===== src/rtl/cam_seq.sv =====
// Camera bring-up sequencer and frame-aligned pixel streamer for the 125 MHz system domain.
// Optional watchdog on the wait states is built when SEQ_TIMEOUT_EN is defined.
module cam_seq #(
  parameter int unsigned POWERUP_CYCLES = 1250000,
  parameter int unsigned FRAME_SKIP     = 2,
  parameter int unsigned FRAME_PIXELS   = 307200,
  parameter int unsigned TIMEOUT_CYCLES = 12500000
) (
  input  logic        i_clk,
  input  logic        i_rstn,
  input  logic        i_enable,
  output logic        o_cfg_init,
  input  logic        i_cfg_done,
  input  logic        i_sof,
  input  logic        i_obuf_empty,
  output logic        o_obuf_rd,
  input  logic [15:0] i_obuf_data,
  output logic        o_pix_valid,
  input  logic        i_pix_ready,
  output logic [15:0] o_pix_data,
  output logic        o_pix_sof,
  output logic        o_pix_eof,
  output logic        o_frame_err,
  output logic [2:0]  o_state,
  output logic        o_timeout
);

  localparam int unsigned PwrW  = (POWERUP_CYCLES > 1) ? $clog2(POWERUP_CYCLES + 1) : 1;
  localparam int unsigned SkipW = (FRAME_SKIP > 1) ? $clog2(FRAME_SKIP + 1) : 1;
  localparam int unsigned CntW  = $clog2(FRAME_PIXELS + 1);
  localparam logic [CntW-1:0] PixFull = CntW'(FRAME_PIXELS);
  localparam logic [CntW-1:0] PixLast = CntW'(FRAME_PIXELS - 1);

  typedef enum logic [2:0] {
    IDLE     = 3'd0,
    PWRUP    = 3'd1,
    CFG      = 3'd2,
    CFG_WAIT = 3'd3,
    SKIP     = 3'd4,
    ALIGN    = 3'd5,
    STREAM   = 3'd6
  } state_e;

  state_e            stateQ, stateD;
  logic [PwrW-1:0]   pwrCntQ, pwrCntD;
  logic [SkipW-1:0]  skipCntQ, skipCntD;
  logic [CntW-1:0]   pixCntQ, pixCntD;
  logic              pendQ, pendD;
  logic              validQ, validD;
  logic [15:0]       dataQ, dataD;
  logic              sofQ, sofD;
  logic              eofQ, eofD;
  logic              errQ, errD;
  logic              longErrQ, longErrD;
  logic [2:0]        sofSyncQ;
  logic              sofEvt;
  logic              slotFree;
  logic              obufRd;
  logic [CntW-1:0]   cntEff;

  // Bits 0/1 synchronise the pclk-domain pulse; bit 2 is the delayed copy for edge detect.
  always_ff @(posedge i_clk or negedge i_rstn) begin
    if (!i_rstn) begin
      sofSyncQ <= '0;
    end else begin
      sofSyncQ <= {sofSyncQ[1:0], i_sof};
    end
  end

  assign sofEvt   = sofSyncQ[1] & ~sofSyncQ[2];
  assign slotFree = !validQ || i_pix_ready;

`ifdef SEQ_TIMEOUT_EN
  localparam int unsigned WdogW = $clog2(TIMEOUT_CYCLES + 1);
  logic [WdogW-1:0] wdogQ, wdogD;
  logic             timeoutQ, timeoutD;
  logic             inWait;
`endif

  always_comb begin
    stateD   = stateQ;
    pwrCntD  = pwrCntQ;
    skipCntD = skipCntQ;
    pixCntD  = pixCntQ;
    pendD    = 1'b0;
    validD   = validQ;
    dataD    = dataQ;
    sofD     = sofQ;
    eofD     = eofQ;
    errD     = 1'b0;
    longErrD = longErrQ;
    obufRd   = 1'b0;
    cntEff   = pixCntQ;
`ifdef SEQ_TIMEOUT_EN
    wdogD    = '0;
    timeoutD = timeoutQ;
    inWait   = 1'b0;
`endif

    unique case (stateQ)
      IDLE: begin
        if (i_enable) stateD = PWRUP;
      end
      PWRUP: begin
        pwrCntD = pwrCntQ + 1'b1;
        if ((32'(pwrCntQ) + 32'd1) >= POWERUP_CYCLES) begin
          stateD  = CFG;
          pwrCntD = '0;
        end
      end
      CFG: begin
        stateD = CFG_WAIT;
      end
      CFG_WAIT: begin
        if (i_cfg_done) stateD = (FRAME_SKIP == 0) ? ALIGN : SKIP;
      end
      SKIP: begin
        obufRd = !i_obuf_empty;
        if (sofEvt) begin
          if ((32'(skipCntQ) + 32'd1) >= FRAME_SKIP) begin
            stateD   = ALIGN;
            skipCntD = '0;
          end else begin
            skipCntD = skipCntQ + 1'b1;
          end
        end
      end
      ALIGN: begin
        obufRd = !i_obuf_empty;
        if (sofEvt) begin
          stateD   = STREAM;
          pixCntD  = '0;
          longErrD = 1'b0;
        end
      end
      STREAM: begin
        obufRd = !i_obuf_empty && !pendQ && slotFree;
        pendD  = obufRd;
        if (validQ && i_pix_ready) validD = 1'b0;
        // A frame marker is applied before any same-cycle load so that pixel becomes index 0.
        if (sofEvt) begin
          if (pixCntQ != '0 && pixCntQ != PixFull) errD = 1'b1;
          cntEff   = '0;
          longErrD = 1'b0;
        end
        if (pendQ) begin
          if (cntEff == PixFull) begin
            if (!longErrQ) errD = 1'b1;
            longErrD = 1'b1;
          end else begin
            dataD  = i_obuf_data;
            sofD   = (cntEff == '0);
            eofD   = (cntEff == PixLast);
            validD = 1'b1;
            cntEff = cntEff + 1'b1;
          end
        end
        pixCntD = cntEff;
      end
      default: begin
        stateD = IDLE;
      end
    endcase

`ifdef SEQ_TIMEOUT_EN
    inWait = (stateQ == CFG_WAIT) || (stateQ == SKIP) || (stateQ == ALIGN);
    if (inWait && stateD == stateQ && !sofEvt) begin
      if ((32'(wdogQ) + 32'd1) >= TIMEOUT_CYCLES) begin
        stateD   = PWRUP;
        timeoutD = 1'b1;
        skipCntD = '0;
      end else begin
        wdogD = wdogQ + 1'b1;
      end
    end
`endif

    // Dropping enable abandons everything, including a read whose data is still in flight.
    if (!i_enable && stateQ != IDLE) begin
      stateD   = IDLE;
      validD   = 1'b0;
      pendD    = 1'b0;
      pwrCntD  = '0;
      skipCntD = '0;
    end
  end

  always_ff @(posedge i_clk or negedge i_rstn) begin
    if (!i_rstn) begin
      stateQ   <= IDLE;
      pwrCntQ  <= '0;
      skipCntQ <= '0;
      pixCntQ  <= '0;
      pendQ    <= 1'b0;
      validQ   <= 1'b0;
      dataQ    <= '0;
      sofQ     <= 1'b0;
      eofQ     <= 1'b0;
      errQ     <= 1'b0;
      longErrQ <= 1'b0;
    end else begin
      stateQ   <= stateD;
      pwrCntQ  <= pwrCntD;
      skipCntQ <= skipCntD;
      pixCntQ  <= pixCntD;
      pendQ    <= pendD;
      validQ   <= validD;
      dataQ    <= dataD;
      sofQ     <= sofD;
      eofQ     <= eofD;
      errQ     <= errD;
      longErrQ <= longErrD;
    end
  end

`ifdef SEQ_TIMEOUT_EN
  always_ff @(posedge i_clk or negedge i_rstn) begin
    if (!i_rstn) begin
      wdogQ    <= '0;
      timeoutQ <= 1'b0;
    end else begin
      wdogQ    <= wdogD;
      timeoutQ <= timeoutD;
    end
  end
  assign o_timeout = timeoutQ;
`else
  assign o_timeout = 1'b0;
`endif

  assign o_cfg_init  = (stateQ == CFG);
  assign o_obuf_rd   = obufRd;
  assign o_pix_valid = validQ;
  assign o_pix_data  = dataQ;
  assign o_pix_sof   = sofQ;
  assign o_pix_eof   = eofQ;
  assign o_frame_err = errQ;
  assign o_state     = stateQ;

endmodule


===== config.mk =====
export PLATFORM = sky130hd
export DESIGN_NAME = cam_seq
export DESIGN_NICKNAME = d
export VERILOG_FILES = /design/src/rtl/cam_seq.sv
export SDC_FILE = /design/constraint.sdc
export NUM_CORES = 1
export LEC_CHECK = 0
export CAP_MARGIN = 20
export CORE_MARGIN = 1
export CORE_UTILIZATION = 49
export DETAILED_ROUTE_END_ITERATION = 10
export DONT_BUFFER_PORTS = 1
export GPL_TIMING_DRIVEN = 0
export HOLD_SLACK_MARGIN = 0.08
export PLACE_DENSITY_LB_ADDON = 0.2
export SLEW_MARGIN = 20
export SYNTH_ARGS = -nofsm -noshare
export SYNTH_HDL_FRONTEND = slang
export SYNTH_SLANG_ARGS = --single-unit

===== constraint.sdc =====
create_clock -name i_clk -period 2.3 [get_ports i_clk]
set_input_delay 0.69 -clock i_clk [delete_from_list [all_inputs] [get_ports i_clk]]
set_output_delay 0.69 -clock i_clk [all_outputs]
set_load 0.005 [all_outputs]

==> flow_metrics.tcl, run 1 <==
set metrics [dict create \
    synthesis.nets 437 \
    ff2ff_path_depth 11 \
    rows 32 \
    endpoint_kind "flop" \
    slowest_delay_ns 0.43 \
    cp.arrival_ns 2.81 \
    synth-adder-area-share 0.0162 \
    cpLargestDelayFamily "simple AND/OR/NAND/NOR gates" \
    clockBufferDepth 2 \
    timing.final.crit_share 1.11 \
    core-area_sq_um 7690 \
    drive_above_1_share 0.344 \
    antennaDiodeCount 0 \
    synth_warnings 0 \
    crit_buf_inv 3 \
    synth_seq_cells 70 \
    utilization 0.641 \
    multiInputGateArea_sq_um 2260 \
    h-tree-depth 3 \
    avgViaCountPerCell 6.01 \
    path_class "flop to flop" \
    cts.clk_slew.worst_paths_ns 0.09 \
    relSlewSlack 0.609 \
    n_fill_cell 630 \
    place_congestion 0.841 \
    cp_max_fo 7 \
    hold_class "input port to async pin" \
    path_cells "nand4_1 > buf_6 > or3_4 > mux2_4 > o22ai_2 > o211ai_1 > a31oi_4 > buf_12 > buf_6 > and3_1 > a221o_1" \
    cp_common_cell "buf_6" \
    layout_min_cycle_time_ns 2.56 \
    drcViolationCount 0 \
    cts_tree "built" \
    startpoint_type "flop" \
    max_freq_mhz 390 \
    die_w_um 90.9 \
    synth-compound-area-share 0.151 \
    r2r-start "pwrCntQ[5]" \
    clock-sinks 70 \
    wl_per_cell_um 17.9 \
    fin_cells 570 \
    setup_slack_ns -0.264 \
    worstPathRequired_ns 2.55 \
    synth_edf_count 0 \
    synthMuxAreaShare 0.0682 \
    power.static_leakage_uw 0.00224 \
    ios 49 \
    final_antenna_net_count 0 \
    synthTopCellsByArea "dfrtp_1 45%, mux2_2 5.5%, nand2_1 4.7%, nand3_1 3.0%, and3_1 2.9%" \
    synth_top_family_by_area "simple AND/OR/NAND/NOR gates" \
    worst_pin_slew_ns 0.586 \
    hold_viol_final 0 \
    powerDensity_nw_per_um2 673 \
    violations "negative setup slack" \
    synth-xor-area-share 0.0339 \
    drtIter0Drc 185 \
    seq_area_frac_synth 0.452 \
    synth_async_sr_flop_share 1.00 \
    cp_slowest_cell "dfrtp_2" \
    portBuffers 0 \
    nets 491 \
    clock_skew_ns 0.0124 \
    synthCells 409 \
    netlist.area_leader.share 0.452 \
    clockRootBuffer "clkbuf_8" \
    antenna_found_initial 0 \
    dr_total_vias 3425 \
    rrSetupSlack_ns -0.26 \
    grt-ovfl-total 0 \
    ys_types 61 \
    max-vdd-ir-drop_mv 0.371 \
    numCtsBuffers 9 \
    slew_violations 0 \
    rsz0062_at_grt "yes" \
    ys.flop_type "dfrtp_1" \
    regArea_sq_um 1770 \
    grt_pass1_vias 3298 \
    grt_usage 0.239 \
    die_h_um 90.9 \
    place_inst 511 \
    die_area_sq_um 8260 \
    synth_simple_gate_area_frac 0.232 \
    postSynthAreaPerCell_sq_um 9.47 \
    run_status "finished with violations" \
    syn-cell-area_sq_um 3870 \
    setup_tns_ns -4.59 \
    areaGrowthSynthToFinish_pct 27.2 \
    setup_viol 22 \
    r2r-end "pwrCntQ[6]" \
    clock_latency_ns 0.36 \
    grt_max_degree 71 \
    grt_pass1_wl_um 15700 \
    hpwl_um 5730 \
    synth_area_leader_cell "dfrtp_1" \
    cap_viol_max_count 0 \
    start_util 0.504 \
    first_pass_iters 4 \
    routed_wl_um 10200 \
]
-- cells by family after synthesis --
group	Yosys count
compound gates	82
simple gates	174
xor+xnor	15
flops	70
fa+ha+maj	5
buf+inv	38
mux	24
other cells	1
-- per-stage QoR --
stage / setup slack (ns) / hold WS, ns / area [sq um] / total power (uW)
floorplan: -0.0950 / 0.331 / 3950 / 1900
global placement: -0.556 / 0.335 / 4080 / 2050
detailed placement: -0.558 / 0.340 / 4080 / 2070
CTS: -0.231 / 0.0113 / 4710 / 3290
global route: -0.367 / 0.00686 / 4920 / 3450
finish: -0.264 / 0.0185 / 4920 / 3310
-- area by class of cell --
cell class	instances	share of cell area
multi-input combinational	303	0.459
sequential	70	0.358
timing repair buffer	46	0.0780
tap	102	0.0259
buffer	17	0.0257
clock buffer	9	0.0252
clock inverter	7	0.0160
inverter	16	0.0122
-- state kept, by name, indices dropped and copies added, names as in the netlist --
signal       count
pwrCntQ         21
pixCntQ         19
o_pix_data      16
o_state          3
sofSyncQ         3
skipCntQ         2
longErrQ         1
o_frame_err      1
o_pix_eof        1
o_pix_sof        1
o_pix_valid      1
pendQ            1
-- synth_stat cells (3+ instances only) --
master	count
xor2_1	8
a21o_1	3
inv_1	16
or2_2	3
nor2b_1	8
nand2b_1	4
nand2_1	49
mux2i_1	5
a21oi_1	14
nand3_1	23
or3_1	3
ha_1	5
a31oi_1	3
nor2_1	24
o22ai_1	3
a221o_1	6
mux2_2	19
o21ai_1	3
clkbuf_1	13
buf_6	3
nor4_1	5
nand4_1	8
nor3_1	8
and2_1	5
buf_2	3
or4_1	3
dfrtp_1	70
xnor2_1	7
o21ai_0	19
o31ai_1	3
a22o_1	6
and3_1	18
-- timing repair --
item	4_1_cts	5_1_grt
resized for setup	65	34
setup endpoints to repair	56	57
cloned	4	1
hold endpoints to repair	70	70
pin swaps	15	17
setup buffers	27	19
-- worst max-delay path by stage --
stage,cells past startpoint,start,endpoint,slack [ns]
after floorplan,11,pwrCntQ[7],pwrCntQ[14],-0.1
after global placement,10,pwrCntQ[0],pwrCntQ[11],-0.56
after detailed placement,10,pwrCntQ[0],pwrCntQ[11],-0.56
after CTS,11,pwrCntQ[0],pwrCntQ[5],-0.23
after global routing,11,pwrCntQ[6],pwrCntQ[5],-0.37
final,11,pwrCntQ[5],pwrCntQ[6],-0.26
-- layout by cell type, fill, tap and decap left out, types with 3 or more instances in the layout --
master	instances
nor2_2	3
nor2b_1	6
xor2_1	8
xnor2_1	7
clkbuf_2	5
nand2b_4	3
dfrtp_1	59
nor4_1	4
inv_6	5
buf_6	12
o21ai_1	9
nand4_1	8
and2_1	4
clkbuf_1	3
nand3_2	3
and3_4	4
clkbuf_8	10
dfrtp_2	11
nor3_1	7
a21oi_2	7
nand3_1	19
a31oi_1	3
ha_1	3
a22o_1	6
o21ai_0	12
mux2_2	17
mux2i_1	5
a21o_1	3
inv_1	16
nor2_1	21
nand2_1	47
a21oi_1	7
buf_4	39
and3_1	13
a221o_1	6
-- where the power goes --
part | leakage [uW] | switching, uW | internal, uW
Clock | 0.000105 | 535 | 519
Combinational | 0.00119 | 543 | 390
Sequential | 0.000949 | 45.3 | 1280
Total | 0.00224 | 1120 | 2190
-- per-layer routing --
layer	track usage	vias to the layer above	share of wire
met5	0	-	0
met4	0.102	0	0.033
met3	0.0589	35	0.049
li1	-	1596	-
met1	0.290	1677	0.41
met2	0.405	117	0.51
Note: power is estimated with default switching activity, not from simulation.
==> inputs of run 2 (changes only) <==
--- a/config.mk
+++ b/config.mk
@@ -13,7 +13,6 @@
 export GPL_TIMING_DRIVEN = 0
 export HOLD_SLACK_MARGIN = 0.08
 export PLACE_DENSITY_LB_ADDON = 0.2
-export SLEW_MARGIN = 20
 export SYNTH_ARGS = -nofsm -noshare
 export SYNTH_HDL_FRONTEND = slang
 export SYNTH_SLANG_ARGS = --single-unit
==> results of run 2 <==
No change in the layout: final DEF, timing and power equal those of run 1.
